**src/rtl/ycbcr_conv_arbiter.sv**
```systemverilog
// Two pixel streams share one fixed-latency RGB->YCbCr converter. Round-robin grants are
// issued only against free output-FIFO credit, so results never need to stall.

module rgb_to_ycbcr #(
   parameter int LATENCY = 3
) (
   input  logic        clk_in,
   input  logic [29:0] rgb_in,
   output logic [29:0] ycc_out
);
   logic [29:0] rgb_q;
   logic [29:0] pipe [LATENCY-1];
   logic [21:0] r, g, b;
   logic [21:0] y_sum, cr_sum, cb_sum;
   logic [9:0]  y, cr, cb;

   assign r = {12'd0, rgb_q[29:20]};
   assign g = {12'd0, rgb_q[19:10]};
   assign b = {12'd0, rgb_q[9:0]};

   // Sums wrap mod 2^22; only bits [19:10] are kept, with no clamping.
   assign y_sum  = r * 22'h132 + g * 22'h259 + b * 22'h074;
   assign cr_sum = (r << 9) - g * 22'h1AD - b * 22'h053;
   assign cb_sum = (b << 9) - r * 22'h0AD - g * 22'h153;

   assign y  = 10'(y_sum >> 10);
   assign cr = 10'(cr_sum >> 10);
   assign cb = 10'(cb_sum >> 10);

   always_ff @(posedge clk_in) begin
      rgb_q   <= rgb_in;
      pipe[0] <= {y, cr, cb};
      for (int i = 1; i < LATENCY - 1; i++) begin
         pipe[i] <= pipe[i-1];
      end
   end

   assign ycc_out = pipe[LATENCY-2];
endmodule

module ycbcr_conv_arbiter #(
   parameter int FIFO_DEPTH   = 8,
   parameter int CONV_LATENCY = 3
) (
   input  logic        clk_in,
   input  logic        rst_n_in,
   input  logic        a_valid_in,
   input  logic [29:0] a_rgb_in,
   output logic        a_ready_out,
   input  logic        b_valid_in,
   input  logic [29:0] b_rgb_in,
   output logic        b_ready_out,
   output logic        a_valid_out,
   output logic [29:0] a_ycc_out,
   input  logic        a_ready_in,
   output logic        b_valid_out,
   output logic [29:0] b_ycc_out,
   input  logic        b_ready_in
);
   localparam int AW = $clog2(FIFO_DEPTH);
   localparam int CW = AW + 1;
   localparam int IW = $clog2(CONV_LATENCY + 1);

   logic [1:0]              rst_sync;
   logic                    rst_n;
   logic                    active;
   logic                    last;
   logic [1:0]              in_valid, credit_ok, eligible, grant;
   logic [1:0]              push, out_valid, out_ready;
   logic [29:0]             in_rgb [2];
   logic [29:0]             out_ycc [2];
   logic [29:0]             conv_in, conv_out;
   logic [CONV_LATENCY-1:0] tag_valid, tag_id;

   assign in_valid  = {b_valid_in, a_valid_in};
   assign in_rgb[0] = a_rgb_in;
   assign in_rgb[1] = b_rgb_in;
   assign out_ready = {b_ready_in, a_ready_in};

   // Reset asserts asynchronously and releases on a clock edge.
   always_ff @(posedge clk_in or negedge rst_n_in) begin
      if (!rst_n_in) rst_sync <= 2'b00;
      else           rst_sync <= {rst_sync[0], 1'b1};
   end
   assign rst_n = rst_sync[1];

   // Holds grants off while reset is asserted, so ready_out is 0 during reset.
   always_ff @(posedge clk_in or negedge rst_n) begin
      if (!rst_n) active <= 1'b0;
      else        active <= 1'b1;
   end

   assign eligible = in_valid & credit_ok & {2{active}};

   always_comb begin
      grant = eligible;
      if (eligible == 2'b11) grant = last ? 2'b01 : 2'b10;
   end

   // last = 1 means B was granted most recently, so A wins the next tie.
   always_ff @(posedge clk_in or negedge rst_n) begin
      if (!rst_n)      last <= 1'b1;
      else if (|grant) last <= grant[1];
   end

   assign conv_in = grant[0] ? in_rgb[0] : (grant[1] ? in_rgb[1] : 30'd0);

   rgb_to_ycbcr #(.LATENCY(CONV_LATENCY)) u_conv (
      .clk_in (clk_in),
      .rgb_in (conv_in),
      .ycc_out(conv_out)
   );

   // Tags ride alongside the converter so each result knows its destination.
   always_ff @(posedge clk_in or negedge rst_n) begin
      if (!rst_n) begin
         tag_valid <= '0;
         tag_id    <= '0;
      end else begin
         tag_valid <= {tag_valid[CONV_LATENCY-2:0], |grant};
         tag_id    <= {tag_id[CONV_LATENCY-2:0], grant[1]};
      end
   end

   for (genvar p = 0; p < 2; p++) begin : g_port
      logic [29:0]   mem [FIFO_DEPTH];
      logic [AW-1:0] wr_ptr, rd_ptr;
      logic [CW-1:0] count;
      logic [IW-1:0] inflight;
      logic          pop;

      assign push[p]      = tag_valid[CONV_LATENCY-1] && (tag_id[CONV_LATENCY-1] == 1'(p));
      assign credit_ok[p] = (int'(count) + int'(inflight)) < FIFO_DEPTH;
      assign out_valid[p] = (count != '0);
      assign out_ycc[p]   = out_valid[p] ? mem[rd_ptr] : 30'd0;
      assign pop          = out_valid[p] && out_ready[p];

      always_ff @(posedge clk_in or negedge rst_n) begin
         if (!rst_n)                    inflight <= '0;
         else if (grant[p] && !push[p]) inflight <= inflight + IW'(1);
         else if (!grant[p] && push[p]) inflight <= inflight - IW'(1);
      end

      always_ff @(posedge clk_in) begin
         if (push[p]) mem[wr_ptr] <= conv_out;
      end

      always_ff @(posedge clk_in or negedge rst_n) begin
         if (!rst_n) begin
            wr_ptr <= '0;
            rd_ptr <= '0;
            count  <= '0;
         end else begin
            if (push[p]) wr_ptr <= wr_ptr + AW'(1);
            if (pop)     rd_ptr <= rd_ptr + AW'(1);
            case ({push[p], pop})
               2'b10:   count <= count + CW'(1);
               2'b01:   count <= count - CW'(1);
               default: count <= count;
            endcase
         end
      end
   end

   assign a_ready_out = grant[0];
   assign b_ready_out = grant[1];
   assign a_valid_out = out_valid[0];
   assign b_valid_out = out_valid[1];
   assign a_ycc_out   = out_ycc[0];
   assign b_ycc_out   = out_ycc[1];
endmodule

```
**config.mk**
```make
export PLATFORM = sky130hd
export DESIGN_NAME = ycbcr_conv_arbiter
export DESIGN_NICKNAME = d
export VERILOG_FILES = /design/src/rtl/ycbcr_conv_arbiter.sv
export SDC_FILE = /design/constraint.sdc
export NUM_CORES = 1
export LEC_CHECK = 0
export BUFFER_PORTS_ARGS = -buffer_cell sky130_fd_sc_hd__buf_4
export CORE_ASPECT_RATIO = 0.9
export CORE_MARGIN = 8
export CORE_UTILIZATION = 23
export DETAILED_ROUTE_END_ITERATION = 16
export HOLD_SLACK_MARGIN = 0.15
export SYNTH_ARGS = -nofsm -noshare
export SYNTH_HDL_FRONTEND = slang
export SYNTH_SLANG_ARGS = --single-unit
```
**constraint.sdc**
```tcl
create_clock -name clk_in -period 2.15 [get_ports clk_in]
set_input_delay 0.43 -clock clk_in [delete_from_list [all_inputs] [get_ports clk_in]]
set_output_delay 0.43 -clock clk_in [all_outputs]
set_load 0.01 [all_outputs]
```
Word level (Yosys, flattened, before mapping)
Memory sizes are Yosys's and may differ from the RTL's.
Cells that the tools add are included.
- add/subtract/negate cells: 20
- $mul: 7
- divide/modulo/power cells: 0
- order comparisons: 2
- equality and inequality tests: 5
- shifts and indexed selects: 0
- muxes and demuxes: 16
- bitwise operators: 3
- reductions and logical operators: 19
- operators by type and width (kind ; number):
    30-bit 2-to-1 mux ; 4
    20-bit adder ; 2
    19-bit by 20-bit subtractor with 20-bit output ; 2
    20-bit subtractor ; 2
    10-bit by 9-bit multiplier with 19-bit output (second input constant) ; 2
    10-bit by 8-bit multiplier with 18-bit output (second input constant) ; 2
    10-bit by 10-bit multiplier with 20-bit output (second input constant) ; 1
    10-bit by 7-bit multiplier with 17-bit output (second input constant) ; 1
    4-bit one-hot mux with 2 select lines ; 2
    10-bit by 5-bit multiplier with 15-bit output (second input constant) ; 1
    3-bit by 1-bit adder with 3-bit output (second input constant) ; 4
    2-bit 2-to-1 mux ; 6
    4-bit by 2-bit adder with 5-bit output ; 2
    5-bit by 4-bit < comparator with 1-bit output (second input constant) ; 2
    4-bit by 1-bit adder with 4-bit output (second input constant) ; 2
    1-bit logical AND ; 8
    2-bit nonzero test ; 4
    4-bit nonzero test ; 2
    4-bit by 1-bit subtractor with 4-bit output (second input constant) ; 2
    2-bit == test (second input constant) ; 3
    2-bit by 1-bit adder with 2-bit output (second input constant) ; 2
    2-bit bitwise AND ; 2
    2-bit by 1-bit == test with 1-bit output (second input constant) ; 2
    1-bit zero test ; 4
    4 further kinds ; 8
- register bits: 64
- latch bits: 0
- memory bits (writable): 540
- bits in read-only memories: 0
- bits of input ports: 66
- output and inout bits: 64
- logic and storage cells: 89
- memories: 3
- memories (name ; depth ; width ; read ports ; clocked after memory_dff ; wr ports ; line ; text):
    g_port[0].mem ; 8 ; 30 ; 1 ; 0 ; 1 ; 126 ; logic [29:0] mem [FIFO_DEPTH];
    g_port[1].mem ; 8 ; 30 ; 1 ; 0 ; 1 ; 126 ;
    u_conv.pipe ; 2 ; 30 ; 2 ; 0 ; 2 ; 12 ; logic [29:0] pipe [LATENCY-1];

Depth between registers and ports, before layout
- word-level depth: 10
- mapped depth: 27
- gate-level depth less buffers: 27

Modules after synthesis
From an unflattened synthesis, not the netlist that was laid out.
- cells, all modules: 2300
- area, all modules: 33911.3 µm²
- by module, submodules not included (module ; instances ; cells an instance ; area each (µm²) ; seq. area each (µm²)):
    ycbcr_conv_arbiter ; 1 ; 899 ; 19932.9 ; 15265.9
    rgb_to_ycbcr ; 1 ; 1401 ; 13978.4 ; 1801.7

Least setup slack after synthesis
Ideal clock, no wire load.
- path kind: register -> register
- start point: reg u_conv.rgb_q[1]
- end point: mem u_conv.pipe[0][29]
- setup time: 0.120 ns
- data arrival time: 6.384 ns
- required time: 2.030 ns
- slack: -4.354 ns
- cell stages (with the launch flop): 27
- period minus slack after synthesis: 6.504 ns
- cell sequence: dfxtp_1 > inv_1 > fa_1 > inv_1 > ha_1 > fa_1 > ha_1 > a21o_1 > a21oi_1 > o21bai_1 > a2111o_1 > a31o_2 > a21oi_1 > xnor2_1 > ha_1 > ha_1 > inv_1 > fa_1 > fa_1 > inv_1 > ha_1 > and2_1 > a22oi_1 > o21ai_1 > a31o_2 > a21oi_1 > xnor2_1
- RTL lines (item ; line ; text):
    start, declared ; 11 ; logic [29:0] rgb_q;
    start signal, assigned ; 31 ; rgb_q <= rgb_in;
    end, declared ; 12 ;

==> metrics.yaml <==
drt_pass1_iterations: 5
final_cell_area_um2: 47640
status: "complete, but fails checks"
max_cap_viol_count: 0
finalCritPeriodShare_pct: 280.9
cts_tree: "built"
post-route-drc-count: 0
yosys.area.top_type: "edfxtp_1"
rows: 134
synth_edf_count: 480
grt_pass1_wl_um: 140900
setup_viol: 128
worst-r2r-setup-slack_ns: -3.89
ys_ff_latch: 604
synth.distinct_cells: 77
finalMaxSlewViolations: 0
hold_depth: 4
r2r_end: "u_conv.pipe[0][29]$_DFF_P_"
fin_util_pct: 32.07
cts_buffer_depth: 3
wl_per_cell_um: 17.90
path_common_cell: "fa_1"
avgViaCountPerCell: 4.155
holdPathEnd: "tag_valid[0]$_DFF_PN0_"
post_synth.cell_area_avg_um2: 13.98
antenna_found_initial: 8
yosysWarningCount: 0
period_minus_slack_ns: 6.039
startpoint_type: "flop"
synth_area_um2: 34440
stdcell_count: 5244
die_x_um: 423.9
die_h_um: 383.1
synth_xor_area_share_pct: 2.874
cpMaxStageDelayCell: "fa_1"
worstMarginPinSlew_ns: 0.6941
synth-compound-area-share_pct: 4.999
setup_ws_ns: -3.889
fill_cells: 14720
h-tree-depth: 2
clk_latency_ns: 0.66
synth.most_common_cell: "edfxtp_1"
synthTopCellsByCount: "edfxtp_1 (480), inv_1 (418), ha_1 (380)"
syn_inst: 2464
critPathMaxStageDelay_ns: 0.53
vias: 21790
end_kind: "flop"
drive_gt1_share_pct: 38.57
placed_cell_area_um2: 42710
antenna_left: 0
yosysSeqAreaShare_pct: 49.56
synthTopCellsByArea: "edfxtp_1 (42%), ha_1 (14%), fa_1 (9.6%)"
grt_pass1_vias: 22980
clkSinkCount: 604
yosysTopAreaCellShare_pct: 41.85
initial_core_util_pct: 23.18
hold_violations: 0
synth_mux_area_share_pct: 9.838
tns_ns: -146.38
violations: "negative setup slack"
yosys.area_share.simple_pct: 4.098
worst-r2r-cell-count: 25
nets: 3835
slew_headroom_pct: 53.14
synthAdderAreaFrac_pct: 23.46
hold_start: "b_valid_in"
grt_setup_unrepaired: "true"
area_growth_pct: 38.34
drt-total-wl_um: 93850
crit_start: "u_conv.rgb_q[26]$_DFF_P_"
grt_remaining_overflow: 0
clkSlewWorstSetupHoldPaths_ns: 0.09
min_path_type: "input pin to flop"
postSynth.asyncResetShare_pct: 5.629
cts_root_buf: "clkbuf_16"
worstPathArrival_ns: 6.64
io_pins: 130
dieArea_um2: 162400
grt_use_total_pct: 11.32
max_freq_mhz: 165.6
criticalPathCategory: "flop to flop"
fin_skew_ns: 0.05899
cp_max_fo: 3
hpwl_um: 69790
critPathTopFamily: "adder cells"
cp_num_buf_inv: 6
cp.required_ns: 2.75
timing.rr.start: "u_conv.rgb_q[26]$_DFF_P_"
synthFlopType: "edfxtp_1"
core-area_um2: 148500
numPortBuffers: 129
cts_buffers: 55
drtIter0Drc: 1295
gp_congestion: 0.8271
synth_top_family_by_area: "adder cells"
grt_max_degree: 33
place_inst: 4995
-- flip-flops by register name, indices dropped and copies added, names as in the netlist --
register         flops
active               1
g_port.count         8
g_port.inflight      4
g_port.mem         480
g_port.rd_ptr        6
g_port.wr_ptr        6
last                 1
rst_sync             2
tag_id               3
tag_valid            3
u_conv.pipe         60
u_conv.rgb_q        30
-- how the worst max path moves through the flow --
stage | to | slack (ns) | cells past startpoint
finish | u_conv.pipe[0][29]$_DFF_P_ | -3.89 | 25
global route | u_conv.pipe[0][29]$_DFF_P_ | -4.20 | 27
CTS | u_conv.pipe[0][29]$_DFF_P_ | -3.96 | 27
detailed placement | u_conv.pipe[0][29]$_DFF_P_ | -4.12 | 27
global placement | u_conv.pipe[0][29]$_DFF_P_ | -4.07 | 27
floorplan | u_conv.pipe[0][29]$_DFF_P_ | -3.80 | 26
-- cell usage in the layout (no fill, tap or decap), types with 30 or more instances in the layout --
| cell | synthesis | layout |
|---|---|---|
| buf_4 | 0 | 547 |
| edfxtp_1 | 480 | 480 |
| inv_1 | 418 | 370 |
| ha_1 | 380 | 308 |
| fa_1 | 166 | 161 |
| mux4_2 | 120 | 120 |
| nor2_1 | 125 | 80 |
| buf_6 | 0 | 73 |
| ha_4 | 0 | 66 |
| dfxtp_1 | 90 | 64 |
| dlygate4sd3_1 | 0 | 62 |
| clkbuf_16 | 0 | 55 |
| xnor2_1 | 68 | 53 |
| buf_12 | 0 | 46 |
| inv_2 | 0 | 43 |
| xor2_1 | 45 | 42 |
| mux2i_1 | 64 | 41 |
| a21oi_1 | 72 | 40 |
| nand2_1 | 47 | 40 |
| a21oi_2 | 2 | 30 |
-- worst reg2reg max path: stages (launching register included) --
cell,delay [ns]
dfxtp_2,0.34
buf_4,0.13
ha_1,0.30
ha_1,0.29
fa_1,0.50
inv_1,0.06
fa_1,0.49
inv_1,0.05
ha_1,0.30
buf_4,0.15
a21oi_1,0.14
xnor2_1,0.17
ha_1,0.29
fa_1,0.51
inv_1,0.05
fa_1,0.46
fa_1,0.53
inv_2,0.05
ha_4,0.24
a21oi_2,0.13
o21ai_2,0.08
a22oi_2,0.14
o21ai_2,0.09
a31o_2,0.26
a21oi_2,0.13
xnor2_1,0.12
-- per-stage QoR --
stage | hold WS, ns | setup slack (ns)
final | 0.2186 | -3.889
after detailed placement | 0.2167 | -4.116
after global placement | 0.2156 | -4.071
after global routing | 0.1916 | -4.203
after CTS | 0.1646 | -3.958
after floorplan | 0.1344 | -3.796
-- cell type report --
type | count | area (µm²) | share of cell area, %
diodes | 3 | 7.507 | 0.01576
clock buffers | 72 | 1464 | 3.073
clock inverters | 31 | 249.0 | 0.5226
inverters | 418 | 1592 | 3.341
multi-input cells | 1391 | 17710 | 37.16
flip-flops and latches | 604 | 17160 | 36.01
well taps | 1972 | 2467 | 5.179
repair buffers | 753 | 7000 | 14.69
-- per-layer routing --
metal,track usage (%),part of all wire [%],wire [µm]
met5,0,0,0
met1,15.24,45,42540
met4,2.795,2.1,1952
met2,18.93,48,44800
met3,1.987,4.8,4550
-- repair_timing --
| item | in CTS | in global routing |
|---|---|---|
| resized for setup | 303 | 106 |
| setup endpoints to repair | 130 | 132 |
| pin swaps | 141 | 118 |
| hold buffers | 62 | 0 |
| setup buffers | 63 | 30 |
| cloned | 12 | 0 |
| endpoints found under the hold margin | 32 | 0 |
-- cells by family after synthesis --
family                   Yosys count
flip-flops                       604
adder cells (fa/ha/maj)          546
buffers and inverters            470
AND/OR/NAND/NOR                  292
AO/OA/AOI/OAI                    250
multiplexers                     188
XOR/XNOR                         113
other                              1
Power is not shown: default switching activity piles up to over one toggle a cycle in this logic, so the estimate is an artifact.
